## config.mk

```make
export PLATFORM = sky130hd
export DESIGN_NAME = ahb_fifo_tx_slave
export DESIGN_NICKNAME = d
export VERILOG_FILES = /design/src/rtl/ahb_fifo_tx_slave.sv
export SDC_FILE = /design/constraint.sdc
export NUM_CORES = 1
export LEC_CHECK = 0
export ABC_CLOCK_PERIOD_IN_PS = 2500
export CAP_MARGIN = 20
export CORE_UTILIZATION = 30
export CTS_BUF_LIST = sky130_fd_sc_hd__clkbuf_8 sky130_fd_sc_hd__clkbuf_16
export DETAILED_ROUTE_END_ITERATION = 12
export GPL_ROUTABILITY_DRIVEN = 0
export SLEW_MARGIN = 20
export SYNTH_ARGS = -nofsm -noshare
export SYNTH_HDL_FRONTEND = slang
export SYNTH_SLANG_ARGS = --single-unit
```

## constraint.sdc

```tcl
create_clock -name HCLK_i -period 2.5 [get_ports HCLK_i]
set_clock_uncertainty 0.2 [all_clocks]
set_input_delay 0.25 -clock HCLK_i [delete_from_list [all_inputs] [get_ports HCLK_i]]
set_output_delay 0.25 -clock HCLK_i [all_outputs]
set_load 0.02 [all_outputs]
```

## src/rtl/ahb_fifo_tx_slave.sv

```systemverilog
// ============================================================================
// ahb_fifo_tx_slave
//
// Bus slave that accepts master writes into a DEPTH-entry FIFO and drains the
// FIFO through a valid/ready stream toward a downstream consumer (UART, LED
// shifter, ...). Software polls fill level and the sticky overflow flag via
// STATUS, and enables/flushes the stream via CTRL.
//
// Register map (HADDR_bi[3:2]):
//   0 DATA   W: push HWDATA_bi[DATA_W-1:0]  R: head word (no pop), 0 if empty
//   1 STATUS R: {count[15:8], irq[3], overflow[2], full[1], empty[0]}
//            W: bit2 = 1 clears overflow
//   2 CTRL   bit0 EN, bit1 FLUSH (self-clearing, reads 0), bit2 IRQ_EN
//   3 reserved, reads 0
//
// Ports:
//   HCLK_i     clock, rising edge
//   HRESETn_i  asynchronous active-low reset
//   HSEL_i     transfer valid for this slave this cycle
//   HADDR_bi   byte address, only [3:2] decoded
//   HWDATA_bi  write data, same cycle as address
//   HWRITE_i   1 = write, 0 = read
//   HRDATA_bo  registered read data, valid the cycle after a read, else 0
//   m_valid_o  stream word available (EN & ~empty)
//   m_data_o   stream word (FIFO head), 0 when empty
//   m_ready_i  consumer accepts word
//   irq_o      (only with AHB_FIFO_TX_SLAVE_IRQ_EN) registered interrupt
//
// Optional feature macro: AHB_FIFO_TX_SLAVE_IRQ_EN
//   Adds irq_o, CTRL.IRQ_EN and STATUS.irq. irq_o goes high the cycle after
//   IRQ_EN & ((count <= LOW_WM) | overflow) becomes true.
// ============================================================================
module ahb_fifo_tx_slave #(
    parameter int DATA_W = 8,
    parameter int DEPTH  = 8,
    parameter int LOW_WM = 2
) (
    input  logic              HCLK_i,
    input  logic              HRESETn_i,
    input  logic              HSEL_i,
    input  logic [31:0]       HADDR_bi,
    input  logic [31:0]       HWDATA_bi,
    input  logic              HWRITE_i,
    output logic [31:0]       HRDATA_bo,
    output logic              m_valid_o,
    output logic [DATA_W-1:0] m_data_o,
    input  logic              m_ready_i
`ifdef AHB_FIFO_TX_SLAVE_IRQ_EN
    ,
    output logic              irq_o
`endif
);

    localparam int PTR_W = $clog2(DEPTH);
    localparam int CNT_W = $clog2(DEPTH) + 1;

    localparam logic [1:0] ADDR_DATA   = 2'd0;
    localparam logic [1:0] ADDR_STATUS = 2'd1;
    localparam logic [1:0] ADDR_CTRL   = 2'd2;

    // ------------------------------------------------------------------------
    // State
    // ------------------------------------------------------------------------
    logic [DATA_W-1:0] mem_q [DEPTH];
    logic [PTR_W-1:0]  wr_ptr_q, wr_ptr_d;
    logic [PTR_W-1:0]  rd_ptr_q, rd_ptr_d;
    logic [CNT_W-1:0]  count_q,  count_d;
    logic              en_q,     en_d;
    logic              ovf_q,    ovf_d;
    logic [31:0]       hrdata_q, hrdata_d;

    // ------------------------------------------------------------------------
    // Transfer decode
    // ------------------------------------------------------------------------
    logic [1:0] reg_addr;
    logic       bus_wr, bus_rd;
    logic       push_req, push, pop, flush, ovf_set, ovf_clr, ctrl_wr;
    logic       empty, full;
    logic       irq_bit;
    logic [DATA_W-1:0] head;

    // Address bits outside [3:2] are intentionally ignored.
    logic unused_bits;
    assign unused_bits = ^{HADDR_bi[31:4], HADDR_bi[1:0], HWDATA_bi};

    assign reg_addr = HADDR_bi[3:2];
    assign bus_wr   = HSEL_i &  HWRITE_i;
    assign bus_rd   = HSEL_i & ~HWRITE_i;

    assign empty = (count_q == '0);
    assign full  = (count_q == CNT_W'(DEPTH));

    // Show-ahead head word; forced to 0 so stale storage never leaks out.
    assign head = empty ? '0 : mem_q[rd_ptr_q];

    // Stream outputs depend only on registered state, never on m_ready_i.
    assign m_valid_o = en_q & ~empty;
    assign m_data_o  = head;

    assign pop      = m_valid_o & m_ready_i;
    assign push_req = bus_wr & (reg_addr == ADDR_DATA);
    // A full FIFO still accepts a push when a pop frees a slot this edge.
    assign push     = push_req & (~full | pop);
    assign ovf_set  = push_req & full & ~pop;
    assign ovf_clr  = bus_wr & (reg_addr == ADDR_STATUS) & HWDATA_bi[2];
    assign ctrl_wr  = bus_wr & (reg_addr == ADDR_CTRL);
    assign flush    = ctrl_wr & HWDATA_bi[1];

    // ------------------------------------------------------------------------
    // Optional interrupt
    // ------------------------------------------------------------------------
`ifdef AHB_FIFO_TX_SLAVE_IRQ_EN
    logic irq_en_q, irq_en_d;
    logic irq_q,    irq_d;

    assign irq_en_d = ctrl_wr ? HWDATA_bi[2] : irq_en_q;
    assign irq_d    = irq_en_q & ((32'(count_q) <= 32'(LOW_WM)) | ovf_q);
    assign irq_bit  = irq_q;
    assign irq_o    = irq_q;

    always_ff @(posedge HCLK_i or negedge HRESETn_i) begin
        if (!HRESETn_i) begin
            irq_en_q <= 1'b0;
            irq_q    <= 1'b0;
        end else begin
            irq_en_q <= irq_en_d;
            irq_q    <= irq_d;
        end
    end
`else
    assign irq_bit = 1'b0;
`endif

    // ------------------------------------------------------------------------
    // Next-state logic
    // ------------------------------------------------------------------------
    always_comb begin
        // NOTE: every combinational output gets a default first so no path
        // leaves it unassigned, which would infer a latch.
        wr_ptr_d = wr_ptr_q;
        rd_ptr_d = rd_ptr_q;
        count_d  = count_q;
        en_d     = en_q;
        ovf_d    = ovf_q;

        if (flush) begin
            // A pop coinciding with the flush is discarded with the contents.
            wr_ptr_d = '0;
            rd_ptr_d = '0;
            count_d  = '0;
        end else begin
            if (push) wr_ptr_d = wr_ptr_q + 1'b1;
            if (pop)  rd_ptr_d = rd_ptr_q + 1'b1;
            case ({push, pop})
                2'b10:   count_d = count_q + 1'b1;
                2'b01:   count_d = count_q - 1'b1;
                default: count_d = count_q;
            endcase
        end

        if (ctrl_wr) en_d = HWDATA_bi[0];

        if (ovf_set)      ovf_d = 1'b1;
        else if (ovf_clr) ovf_d = 1'b0;
    end

    // Read data is captured in the transfer cycle and is 0 in every other one.
    always_comb begin
        hrdata_d = '0;
        if (bus_rd) begin
            case (reg_addr)
                ADDR_DATA:   hrdata_d[DATA_W-1:0] = head;
                ADDR_STATUS: begin
                    hrdata_d[0]          = empty;
                    hrdata_d[1]          = full;
                    hrdata_d[2]          = ovf_q;
                    hrdata_d[3]          = irq_bit;
                    hrdata_d[8 +: CNT_W] = count_q;
                end
                ADDR_CTRL: begin
                    hrdata_d[0] = en_q;
`ifdef AHB_FIFO_TX_SLAVE_IRQ_EN
                    hrdata_d[2] = irq_en_q;
`endif
                end
                default:     hrdata_d = '0;
            endcase
        end
    end

    // ------------------------------------------------------------------------
    // Registers
    // ------------------------------------------------------------------------
    // NOTE: sequential state uses non-blocking assignments so every register
    // samples pre-edge values regardless of block ordering.
    always_ff @(posedge HCLK_i or negedge HRESETn_i) begin
        if (!HRESETn_i) begin
            wr_ptr_q <= '0;
            rd_ptr_q <= '0;
            count_q  <= '0;
            en_q     <= 1'b0;
            ovf_q    <= 1'b0;
            hrdata_q <= '0;
        end else begin
            wr_ptr_q <= wr_ptr_d;
            rd_ptr_q <= rd_ptr_d;
            count_q  <= count_d;
            en_q     <= en_d;
            ovf_q    <= ovf_d;
            hrdata_q <= hrdata_d;
        end
    end

    // NOTE: the storage array is deliberately not reset; the count gates every
    // read of it, so its power-up contents are never observable.
    always_ff @(posedge HCLK_i) begin
        if (push) mem_q[wr_ptr_q] <= HWDATA_bi[DATA_W-1:0];
    end

    assign HRDATA_bo = hrdata_q;

endmodule

```

==> results.yml, run 1 <==
worst_setup_path:
  path_class: "flop to output pin"
  cp-start-kind: "flop"
  timing.critical_path.to: "m_valid_o"
  cp_max_fo: 5
  reg2reg_slack_ns: 0.28
  rr_startpoint: "count_q[1]"
  crit_required_ns: 2.05
  r2r_cells: 8
  cp.arrival_ns: 2.01
  r2r-end: "count_q[2]"
  critPathLaunch: "count_q[1]"
  worstSetupEndpointType: "output pin"
finish:
  drive_gt1_share_pct: 25.59
  nFillCells: 1177
  area_delta_synth_final_pct: 26.70
  antenna_cells: 0
  final_nets: 407
  stdcell_area_um2: 4881
sta:
  hold_slack_ns: 0.07613
  max_clock_freq_ghz: 0.4062
  report.final.slew_viol_count: 0
  fin_crit_sh_pct: 98.47
  min_period_ns: 2.462
  worst_slew_pin_slew_ns: 0.5153
  rsz0062_at_grt: "false"
  relSlewSlack_pct: 65.18
  hold_viol: 0
  finalSetupViolCount: 0
power_and_ir_drop:
  peakVddDrop_uv: 454.2
  internal_power_w: 0.003148
  swShare_pct: 32.61
  p_total_w: 0.004671
  combPwrFrac_pct: 35.0
  power.switching_w: 0.001523
  p_leak_nw: 1.838
  powerDensity_nw_per_um2: 957.0
  seq_power_share_pct: 38.6
  p_clk_share_pct: 26.4
place:
  dp_hpwl_um: 5714
  portBuffers: 35
  dpl_cell_area_um2: 4614
clock_network:
  clockRootBuffer: "clkbuf_16"
  clockBufferDepth: 2
  postCtsSetupBuffers: 0
  ctsResizeCount: 13
  h-tree-depth: 3
  clkSinkCount: 88
  insertion_delay_ns: 0.34
  cts.clk_slew.worst_paths_ns: 0.07
  holdBufCountCts: 0
  cts_tree: "yes"
  cts_buffers: 9
global_route:
  grt.total_usage_pct: 13.31
  first_global_vias: 2376
  grt_remaining_overflow: 0
  antenna_found_initial: 0
  grt_pass1_wl_um: 12770
  grt_max_degree: 25
synth:
  synth-warning-count: 0
  synth-main-ff-cell: "edfxtp_1"
  yosysTopAreaCellShare_pct: 49.89
  ys_async_sr_fraction_pct: 27.27
  yosys-top-cells-area: "edfxtp_1 (50%), dfrtp_1 (16%), mux4_2 (8.2%)"
  synth_area_um2: 3852
  yosysTopAreaCell: "edfxtp_1"
  avgSynthCellArea_um2: 14.93
  netlist-cell-type-count: 49
  synth_common_cells: "edfxtp_1 (64), dfrtp_1 (24), buf_4 (22)"
  synth_most_common_cell: "edfxtp_1"
  syn_inst: 258
  ys_seq_elements: 88
  synth_edf_count: 64
  yosysSeqAreaShare_pct: 65.48
detailed_routing:
  num_vias: 2323
  ant_nets: 0
  first_pass_iters: 4
  route.detailed.drc: 0
  viasPerCell: 4.537
  wire_per_inst_um: 15.59
  wirelength_um: 7980
  drtIter0Drc: 119
die:
  die_area_um2: 13300
  fp.dieW_um: 115.3
  die_y_um: 115.3
  core-area_um2: 12570
  ios: 110
  start_util_pct: 30.65
  rows: 41
run:
  max-cap-violations: 0
outcome:
  outcome: "finished, final reports clean"
min_path:
  hold_path_class: "input port to async pin"
==> area by class of cell <==
cell class	count	area [um2]	share of cell area (%)
clock buffer	9	225.2	4.614
clock inverter	7	46.29	0.9485
inverter	1	3.754	0.07690
multi-input combinational	157	1195	24.48
sequential	88	2526	51.76
tap	172	215.2	4.409
timing repair buffer	78	669.4	13.71
==> layout by cell type, fill, tap and decap left out, types with 4 or more instances in the layout <==
cell,count
nor2b_1,6
mux2i_1,6
nand3_1,6
nand2b_1,10
clkbuf_16,9
clkbuf_2,4
dfrtp_1,21
a21oi_1,8
o21ai_0,4
buf_4,41
nand2_1,14
conb_1,20
and3_1,6
mux4_2,14
clkdlybuf4s50_1,27
edfxtp_1,64
nor2_1,15
nor3_1,8
==> sequential cells by signal (all words and copies together), names as in the netlist <==
signal	count
HRDATA_bo	12
mem_q	64
wr_ptr_q	3
count_q	4
rd_ptr_q	3
en_q	1
ovf_q	1
==> per-stage QoR <==
stage,instances,util (%),TNS [ns],worst slack (ns)
after floorplan,277,-,0,0.1287
after global placement,496,36.71,-0.002261,-0.002261
after detailed placement,496,36.71,0,0.002093
after CTS,512,38.90,0,0.0007068
after global routing,512,38.84,0,0.0003126
final,512,38.84,0,0.03826
==> worst max-delay path, cell delays in order, from the launching register on <==
cell	delay, ns
dfrtp_1	0.38
or4_4	0.57
and2_1	0.18
clkdlybuf4s50_1	0.54
==> kinds of logic after synthesis <==
kind of cell | synth area share [%]
AOI/OAI and AO/OA | 4.709
xor gates and xnor gates | 0.6822
adders and majority gates | 0.9744
buffers and inverters | 5.554
DFF | 65.48
muxes | 10.33
other | 0.09734
and+or+nand+nor | 12.18
==> worst min path at each step <==
stage / startpoint / to / slack [ns] / cells after the start
4_1_cts: HRESETn_i / HRDATA_bo[1] / 0.08 / 2
2_1_floorplan: HRESETn_i / HRDATA_bo[0] / -0.25 / 0
3_5_place_dp: ovf_q / ovf_q / 0.32 / 2
6_report: HRESETn_i / HRDATA_bo[1] / 0.08 / 2
5_1_grt: HRESETn_i / HRDATA_bo[10] / 0.12 / 2
3_3_place_gp: ovf_q / ovf_q / 0.31 / 2
==> metal layers <==
layer / track usage [%] / up-vias / part of all wire (%)
li1: - / 1084 / -
met1: 16.92 / 1158 / 47
met2: 21.64 / 68 / 47
met3: 3.163 / 13 / 4.3
met4: 5.887 / 0 / 2.3
met5: 0 / - / 0
==> power by group through the flow <==
| stage | clock, W | sequential, W | combinational, W |
|---|---|---|---|
| 2_1_floorplan | 0 | 0.00179 | 0.00102 |
| 3_3_place_gp | 0 | 0.00182 | 0.00170 |
| 3_5_place_dp | 0 | 0.00182 | 0.00171 |
| 4_1_cts | 0.00125 | 0.00180 | 0.00166 |
| 5_1_grt | 0.00131 | 0.00182 | 0.00178 |
| 6_report | 0.00123 | 0.00180 | 0.00164 |
Note: power is estimated with default switching activity, not from simulation.
==> run 2: changes to the inputs <==
Settings changed: ABC_CLOCK_PERIOD_IN_PS 2500 to not set.
==> results of run 2 <==
No change in the layout: final DEF, timing and power equal those of run 1.
